--- config.mk ---
export PLATFORM = sky130hd
export DESIGN_NAME = mmio_uart_tx
export DESIGN_NICKNAME = d
export VERILOG_FILES = /design/src/rtl/mmio_uart_pkg.sv /design/src/rtl/mmio_uart_tx_fifo.sv /design/src/rtl/mmio_uart_tx.sv
export SDC_FILE = /design/constraint.sdc
export NUM_CORES = 1
export LEC_CHECK = 0
export ABC_AREA = 1
export BUFFER_PORTS_ARGS = -buffer_cell sky130_fd_sc_hd__buf_2
export CORE_ASPECT_RATIO = 0.75
export CORE_UTILIZATION = 41
export CTS_CLUSTER_SIZE = 14
export DETAILED_ROUTE_END_ITERATION = 16
export SLEW_MARGIN = 5
export SYNTH_ARGS = -nofsm -noshare
export SYNTH_HDL_FRONTEND = slang
export SYNTH_HIERARCHICAL = 1
export SYNTH_SLANG_ARGS = --single-unit
export TNS_END_PERCENT = 10
--- constraint.sdc ---
create_clock -name clk -period 2.95 [get_ports clk]
set_input_delay 0.1475 -clock clk [delete_from_list [all_inputs] [get_ports clk]]
set_output_delay 0.1475 -clock clk [all_outputs]
set_load 0.01 [all_outputs]
--- src/rtl/mmio_uart_pkg.sv ---
// mmio_uart_pkg: shared FSM state encoding, STATUS bit positions and default register addresses
package mmio_uart_pkg;
  typedef enum logic [1:0] {IDLE, START, DATA, STOP} state_t;
  localparam int ST_EMPTY = 0;
  localparam int ST_FULL = 1;
  localparam int ST_BUSY = 2;
  localparam int ST_OVF = 3;
  localparam int ST_CNT = 4;
  localparam logic [31:0] DEF_TX_DATA_ADDR = 32'h1001_0020;
  localparam logic [31:0] DEF_STATUS_ADDR = 32'h1001_0024;
endpackage

--- src/rtl/mmio_uart_tx_fifo.sv ---
// sync_fifo: circular buffer (clk, reset, push/din in; pop in; dout, full, empty, count out); count kept apart from pointers
module sync_fifo #(
  parameter int WIDTH = 8,
  parameter int DEPTH = 8,
  localparam int AW = $clog2(DEPTH),
  localparam int CW = AW + 1
) (
  input  logic             clk,
  input  logic             reset,
  input  logic             push,
  input  logic             pop,
  input  logic [WIDTH-1:0] din,
  output logic [WIDTH-1:0] dout,
  output logic             full,
  output logic             empty,
  output logic [CW-1:0]    count
);
  logic [WIDTH-1:0] mem [DEPTH];
  logic [AW-1:0] wr_ptr, rd_ptr;
  logic do_push, do_pop;
  assign do_pop = pop && !empty;
  assign do_push = push && (!full || do_pop);
  assign full = count == CW'(DEPTH);
  assign empty = count == '0;
  assign dout = mem[rd_ptr];
  always_ff @(posedge clk)
    if (do_push) mem[wr_ptr] <= din;
  always_ff @(posedge clk or posedge reset)
    if (reset) begin
      wr_ptr <= '0;
      rd_ptr <= '0;
      count <= '0;
    end else begin
      wr_ptr <= wr_ptr + AW'(do_push);
      rd_ptr <= rd_ptr + AW'(do_pop);
      count <= count + CW'(do_push) - CW'(do_pop);
    end
endmodule

--- src/rtl/mmio_uart_tx.sv ---
// mmio_uart_tx: MMIO 8N1 UART transmitter (MemWrite/MemRead/Address/WriteData in; ReadData, Hit, Tx, TxBusy out)
module mmio_uart_tx
  import mmio_uart_pkg::*;
#(
  parameter int          CLKS_PER_BIT = 434,
  parameter int          FIFO_DEPTH = 8,
  parameter logic [31:0] TX_DATA_ADDR = DEF_TX_DATA_ADDR,
  parameter logic [31:0] STATUS_ADDR = DEF_STATUS_ADDR
) (
  input  logic        clk,
  input  logic        reset,
  input  logic        MemWrite,
  input  logic        MemRead,
  input  logic [31:0] Address,
  input  logic [31:0] WriteData,
  output logic [31:0] ReadData,
  output logic        Hit,
  output logic        Tx,
  output logic        TxBusy
);
  localparam int BW = $clog2(CLKS_PER_BIT);
  localparam int CW = $clog2(FIFO_DEPTH) + 1;
  state_t state;
  logic [BW-1:0] baud;
  logic [2:0] bit_idx;
  logic [7:0] sh, fifo_dout;
  logic [CW-1:0] count;
  logic [31:0] status;
  logic sel_tx, sel_st, full, empty, pop, baud_end, overflow, unused_wd;
  assign sel_tx = Address == TX_DATA_ADDR;
  assign sel_st = Address == STATUS_ADDR;
  assign Hit = sel_tx || sel_st;
  assign baud_end = baud == BW'(CLKS_PER_BIT - 1);
  // Pops only at frame boundaries: from IDLE, or at the last stop-bit cycle for gapless frames.
  assign pop = !empty && (state == IDLE || (state == STOP && baud_end));
  assign unused_wd = ^WriteData[31:8];
  always_comb begin
    status = '0;
    status[ST_EMPTY] = empty;
    status[ST_FULL] = full;
    status[ST_BUSY] = TxBusy;
    status[ST_OVF] = overflow;
    status[ST_CNT +: 4] = 4'(count);
  end
  assign ReadData = MemRead && sel_st ? status : '0;
  sync_fifo #(.WIDTH(8), .DEPTH(FIFO_DEPTH)) u_fifo (
    .clk,
    .reset,
    .push(MemWrite && sel_tx),
    .pop,
    .din(WriteData[7:0]),
    .dout(fifo_dout),
    .full,
    .empty,
    .count
  );
  // A write while full is dropped unless the FSM pops in the same cycle.
  always_ff @(posedge clk or posedge reset)
    if (reset) overflow <= 1'b0;
    else if (MemWrite && sel_tx && full && !pop) overflow <= 1'b1;
    else if (MemWrite && sel_st && WriteData[ST_OVF]) overflow <= 1'b0;
  always_ff @(posedge clk or posedge reset)
    if (reset) begin
      state <= IDLE;
      baud <= '0;
      bit_idx <= '0;
      sh <= '0;
      Tx <= 1'b1;
      TxBusy <= 1'b0;
    end else begin
      case (state)
        IDLE:
          if (pop) begin
            sh <= fifo_dout;
            baud <= '0;
            state <= START;
            Tx <= 1'b0;
            TxBusy <= 1'b1;
          end
        START:
          if (baud_end) begin
            baud <= '0;
            bit_idx <= '0;
            state <= DATA;
            Tx <= sh[0];
          end else baud <= baud + BW'(1);
        DATA:
          if (baud_end) begin
            baud <= '0;
            sh <= sh >> 1;
            if (bit_idx == 3'd7) begin
              state <= STOP;
              Tx <= 1'b1;
            end else begin
              bit_idx <= bit_idx + 3'd1;
              Tx <= sh[1];
            end
          end else baud <= baud + BW'(1);
        STOP:
          if (baud_end) begin
            baud <= '0;
            if (pop) begin
              sh <= fifo_dout;
              state <= START;
              Tx <= 1'b0;
            end else begin
              state <= IDLE;
              TxBusy <= 1'b0;
            end
          end else baud <= baud + BW'(1);
        default: state <= IDLE;
      endcase
    end
endmodule

Yosys cells after proc, flatten, opt, wreduce, memory -nomap -nowiden
Memory sizes are Yosys's and may differ from the RTL's.
Index checks and enable logic that the tools add are counted.
Widths: inputs -> output; s select.

operators by class
  equality and inequality tests = 15
  add/sub/neg operators = 6
  reduce and logical (&&, ||, !) cells = 28
  muxes and demuxes = 33

operator list
  kind                  number
  $eq 32x29->1 const B  2
  $mux 8                4
  $pmux 8 s3            1
  $mux 9                2
  $pmux 9 s2            1
  $ne 2x2->1 const B    7
  $mux 1                13
  $logic_and 1x1->1     10
  $mux 2                5
  $add 9x1->9 const B   1
  $eq 9x9->1 const B    1
  $mux 3                3
  $pmux 2 s4            1
  $reduce_and 4->1      2
  $add 3x1->3           2
  $pmux 3 s2            1
  $reduce_and 3->1      2
  $reduce_bool 2->1     3
  $reduce_and 5->1      1
  $add 4x1->4           1
  $eq 2x2->1 const B    2
  $eq 4x4->1 const B    1
  $logic_not 4->1       1
  $pmux 1 s4            1
  10 further kinds      14

word-level totals
  logic and storage cells = 93
  memories = 1
  flip-flop bits (word level) = 35
  output and inout bits = 35
  RAM bits = 64

memories
  memory      depth  width  rd ports  clocked after Yosys merged registers in  write ports  line                     text
  u_fifo.mem  8      8      1         0                                        1            mmio_uart_tx_fifo.sv:18  logic [WIDTH-1:0] mem [DEPTH];

Longest topological paths before layout
  word-level depth = 9
  gate-level depth with buffers = 15
  mapped depth without buffers = 15

Hierarchy
The synthesis kept the hierarchy.

modules (own cells, without submodules)
  module        sequential area each (um^2)  times used  cells each  area an instance (um^2)
  sync_fifo     2,172.1                      1           344         3,447.1
  mmio_uart_tx  626.9                        1           275         1,948.1

Worst setup path after synthesis
Ideal clock, no wire load.

  path type = register to register
  from = register state[1]
  to = register u_fifo.count[1]
  clock period less this slack = 2.287 ns
  required time = 2.814 ns
  slack = 0.663 ns
  data arrival time = 2.151 ns
  setup time = 0.136 ns
  stages on the path, launching flop included = 12
  path buffers = 0
  cells stage by stage = dfrtp_1 > inv_1 > ha_1 > nor2_1 > nor2_1 > nand2_4 > inv_1 > nand2_1 > or2_2 > nand2_1 > ha_1 > fa_1

between the ends
  cells in the longest elaborated chain, start to end = 9
  elaborated cells between the ends (all ways) = 10
  those cells by class = 2 x add/sub; 1 x eq/ne; 7 x reduce/logical

ends and longest elaborated chain
  item                      line                     text
  start: declaration        mmio_uart_tx.sv:23       state_t state;
  start signal: assignment  mmio_uart_tx.sv:64       state <= IDLE;
  start signal: assignment  mmio_uart_tx.sv:76       state <= START;
  start signal: assignment  mmio_uart_tx.sv:84       state <= DATA;
  $eq 2x2->1                mmio_uart_tx.sv:35       assign pop = !empty && (state == IDLE || (state == STOP && baud_end));
  $logic_and 1x1->1         mmio_uart_tx.sv:35
  $logic_or 1x1->1 (*)      mmio_uart_tx.sv:35
  $logic_and 1x1->1 (*)     mmio_uart_tx.sv:35
  via pop                   mmio_uart_tx.sv:29       logic sel_tx, sel_st, full, empty, pop, baud_end, overflow, unused_wd;
  $logic_and 1x1->1 (*)     mmio_uart_tx_fifo.sv:21  assign do_pop = pop && !empty;
  $logic_or 1x1->1          mmio_uart_tx_fifo.sv:22  assign do_push = push && (!full || do_pop);
  $logic_and 1x1->1         mmio_uart_tx_fifo.sv:22
  $add 4x1->4               mmio_uart_tx_fifo.sv:36  count <= count + CW'(do_push) - CW'(do_pop);
  $sub 4x1->4 (*)           mmio_uart_tx_fifo.sv:36
  end signal: assignment    mmio_uart_tx_fifo.sv:36
  end: declaration          mmio_uart_tx_fifo.sv:16  output logic [CW-1:0] count

The timed path passes the listed nets; every way through them passes the cells marked *.
A chain may end at the register's enable or synchronous reset.

Worst setup path after layout
  from = register state[0]
  to = register u_fifo.count[1]

Same word-level chain as after synthesis.

==> impl_metrics.env <==
export IMPL_wl_per_cell_um=13.1
export IMPL_drtAntennaViolNets=0
export IMPL_use_met2_pct=28.1
export IMPL_coreArea_sq_um=12600
export IMPL_slowest_stage="dfrtp_1"
export IMPL_worstSetupPathType="flip-flop to flip-flop"
export IMPL_rr_endpoint="u_fifo/count[1]$_DFF_PP0_"
export IMPL_fin_worst_skew_ns=0.0111
export IMPL_crit_buf_inv=3
export IMPL_startpoint_type="flip-flop"
export IMPL_num_antenna_cells=0
export IMPL_layout_drive_gt1_share_pct=15.2
export IMPL_synthDistinctLibCells=36
export IMPL_final_cell_mix="nand2_1 (171), inv_1 (109), edfxtp_1 (64)"
export IMPL_final_common_cell="nand2_1"
export IMPL_grt_pass1_wl_um=18400
export IMPL_use_met1_pct=25.2
export IMPL_cts_clk_slew_worst_paths_ns=0.07
export IMPL_fin_tns_setup_ns=0
export IMPL_ys_flop_type="edfxtp_1"
export IMPL_clockBufferDepth=2
export IMPL_firstDrtPassIters=5
export IMPL_final_area_sq_um=6010
export IMPL_ys_seq_elements=99
export IMPL_relSlewSlack_pct=34.0
export IMPL_status="completed"
export IMPL_ir_worst_vdd_v=0.000291
export IMPL_holdWs_ns=0.0757
export IMPL_netlist_area_sq_um=5400
export IMPL_end_kind="flip-flop"
export IMPL_syn_inst=619
export IMPL_tightest_slew_ns=0.989
export IMPL_power_density_nw_per_um2=446
export IMPL_nFillCells=1168
export IMPL_grt_max_degree=33
export IMPL_dieHeight_um=101
export IMPL_cts_max_level=3
export IMPL_worstPathMaxFanout=7
export IMPL_setup_viol=0
export IMPL_synth_edf_count=64
export IMPL_dieArea_sq_um=13600
export IMPL_reg2reg_slack_ns=0.41
export IMPL_cts_num_sinks=99
export IMPL_cp_cell_sequence="inv_1 -> ha_1 -> inv_1 -> nand2_4 -> nand2_4 -> inv_1 -> nand2_1 -> or2_2 -> nand2_1 -> ha_1 -> fa_1"
export IMPL_grt_pass1_vias=3732
export IMPL_rows=35
export IMPL_busiest_layer="met2"
export IMPL_hold_viol_final=0
export IMPL_track_usage_pct=17.7
export IMPL_hold_class="primary input to flip-flop"
export IMPL_place_congestion=0.806
export IMPL_grt_setup_unrepaired="false"
export IMPL_synthToLayoutAreaGrowth_pct=11.4
export IMPL_worstHoldStart="WriteData[2]"
export IMPL_p_total_mw=2.68
export IMPL_critPathRequiredTime_ns=3.17
export IMPL_drt_iter0_drc=198
export IMPL_ys_seq_area_share_pct=51.9
export IMPL_cts_buffers_inserted=9
export IMPL_grt_ovfl_total=0
export IMPL_cts_resized=0
export IMPL_top_level_ports=103
export IMPL_grt_use_met3_pct=3.25
export IMPL_nNetsFinal=768
export IMPL_place_ws_ns=0.425
export IMPL_synth_warnings=6
export IMPL_start_util_pct=42.9
export IMPL_slew_viol_final=0
export IMPL_r2r_cells=11
export IMPL_cpPeakStageDelay_ns=0.44
export IMPL_io_buffers=54
export IMPL_dpl_cell_area_sq_um=5740
export IMPL_async_reset_ff_share_pct=35.4
export IMPL_critPathTopFamily="adder cells"
export IMPL_fmax_ghz=0.394
export IMPL_timing_final_ws_setup_ns=0.412
export IMPL_post_route_drc_count=0
export IMPL_viasPerCell=4.66
export IMPL_fp_dieW_um=134
export IMPL_post_route_min_period_ns=2.54
export IMPL_antenna_found_initial=0
export IMPL_wirelength_um=11100
export IMPL_crit_arrival_ns=2.76
export IMPL_vias=3967
export IMPL_power_static_leakage_nw=3.00
export IMPL_clk_latency_ns=0.35
export IMPL_hold_path_end="u_fifo/mem[0][2]$_DFFE_PP_"
export IMPL_tritoncts="built"
export IMPL_cts_root_buffer="clkbuf_16"
export IMPL_fin_crit_sh_pct=86.0
export IMPL_hold_path_depth=1
export IMPL_worst_path_most_repeated_cell="inv_1"
export IMPL_hpwl_um=7670
export IMPL_r2r_start="state[0]$_DFFE_PP0P_"
export IMPL_cap_violations=0
export IMPL_syn_avg_cell_area_sq_um=8.72
==> worst max-delay path by stage <==
stage / start / to / slack [ns] / depth (start not counted)
after floorplan: state[1]$_DFFE_PP0P_ / u_fifo/count[1]$_DFF_PP0_ / 0.66 / 11
after global placement: state[1]$_DFFE_PP0P_ / u_fifo/count[1]$_DFF_PP0_ / 0.48 / 11
after detailed placement: state[0]$_DFFE_PP0P_ / u_fifo/count[1]$_DFF_PP0_ / 0.42 / 11
after CTS: state[0]$_DFFE_PP0P_ / u_fifo/count[1]$_DFF_PP0_ / 0.42 / 11
after global routing: state[0]$_DFFE_PP0P_ / u_fifo/count[1]$_DFF_PP0_ / 0.22 / 11
final: state[0]$_DFFE_PP0P_ / u_fifo/count[1]$_DFF_PP0_ / 0.41 / 11
==> final cells by class <==
cell class                 instances  area [sq um]  share of cell area [%]
inverter                         114           430                    7.16
multi-input combinational        391          1950                    32.5
clock buffer                      12           236                    3.93
clock inverter                     4          27.5                   0.458
tap                              166           208                    3.46
sequential                        99          2800                    46.6
timing repair buffer              65           355                    5.91
==> through the flow <==
stage          utilization, %  std cells
2_1_floorplan               -        642
3_3_place_gp             45.6        834
3_5_place_dp             45.6        834
4_1_cts                  47.8        851
5_1_grt                  47.8        851
6_report                 47.8        851
==> kinds of logic (layout without fill, tap and decap cells) <==
logic type	count (synthesis)	after routing	share of synthesized area (%)
buffers and inverters	152	195	13.5
AND/OR/NAND/NOR	313	313	25.7
adder cells (fa/ha/maj)	20	20	4.78
AO/OA/AOI/OAI	25	25	2.64
XOR/XNOR	9	9	1.46
flip-flops	99	99	51.9
other	1	24	0.0695
==> flip-flops by register name (all words and copies together) (netlist names) <==
name,flops
Tx,1
TxBusy,1
baud,9
bit_idx,3
overflow,1
sh,8
state,2
u_fifo/count,4
u_fifo/mem,64
u_fifo/rd_ptr,3
u_fifo/wr_ptr,3
==> cells in the mapped netlist (2+ instances only) <==
master | n | area [sq um]
ha_1 | 19 | 238
nand3_1 | 50 | 250
buf_6 | 5 | 56.3
nand2_2 | 13 | 81.3
buf_4 | 27 | 203
xor2_1 | 7 | 61.3
dfrtp_1 | 34 | 851
edfxtp_1 | 64 | 1920
xnor2_1 | 2 | 17.5
inv_2 | 4 | 15.0
o21ai_0 | 11 | 55.1
nand4_1 | 16 | 100
buf_2 | 4 | 20.0
nand2_4 | 3 | 33.8
o211ai_1 | 2 | 15.0
o22ai_1 | 5 | 31.3
inv_1 | 109 | 409
nand2_1 | 171 | 642
nor2_1 | 50 | 188
a21oi_1 | 5 | 25.0
nor3_1 | 3 | 15.0
==> what timing repair did <==
item,in CTS,in global routing
hold buffers,1,0
hold endpoints to repair,10,0
buffers inserted,0,0
==> where the power goes <==
| group | switching, mW | internal (mW) | total (mW) |
|---|---|---|---|
| clock network | 0.487 | 0.571 | 1.06 |
| registers | 0.0143 | 1.50 | 1.51 |
| logic | 0.0704 | 0.0420 | 0.112 |
==> routing by layer <==
metal / vias to the layer above / part of all wire, %
li1: 2018 / -
met1: 1850 / 49
met2: 92 / 47
met3: 7 / 3.5
met4: 0 / 0.90
met5: - / 0
Note: power is estimated with default switching activity, not from simulation.
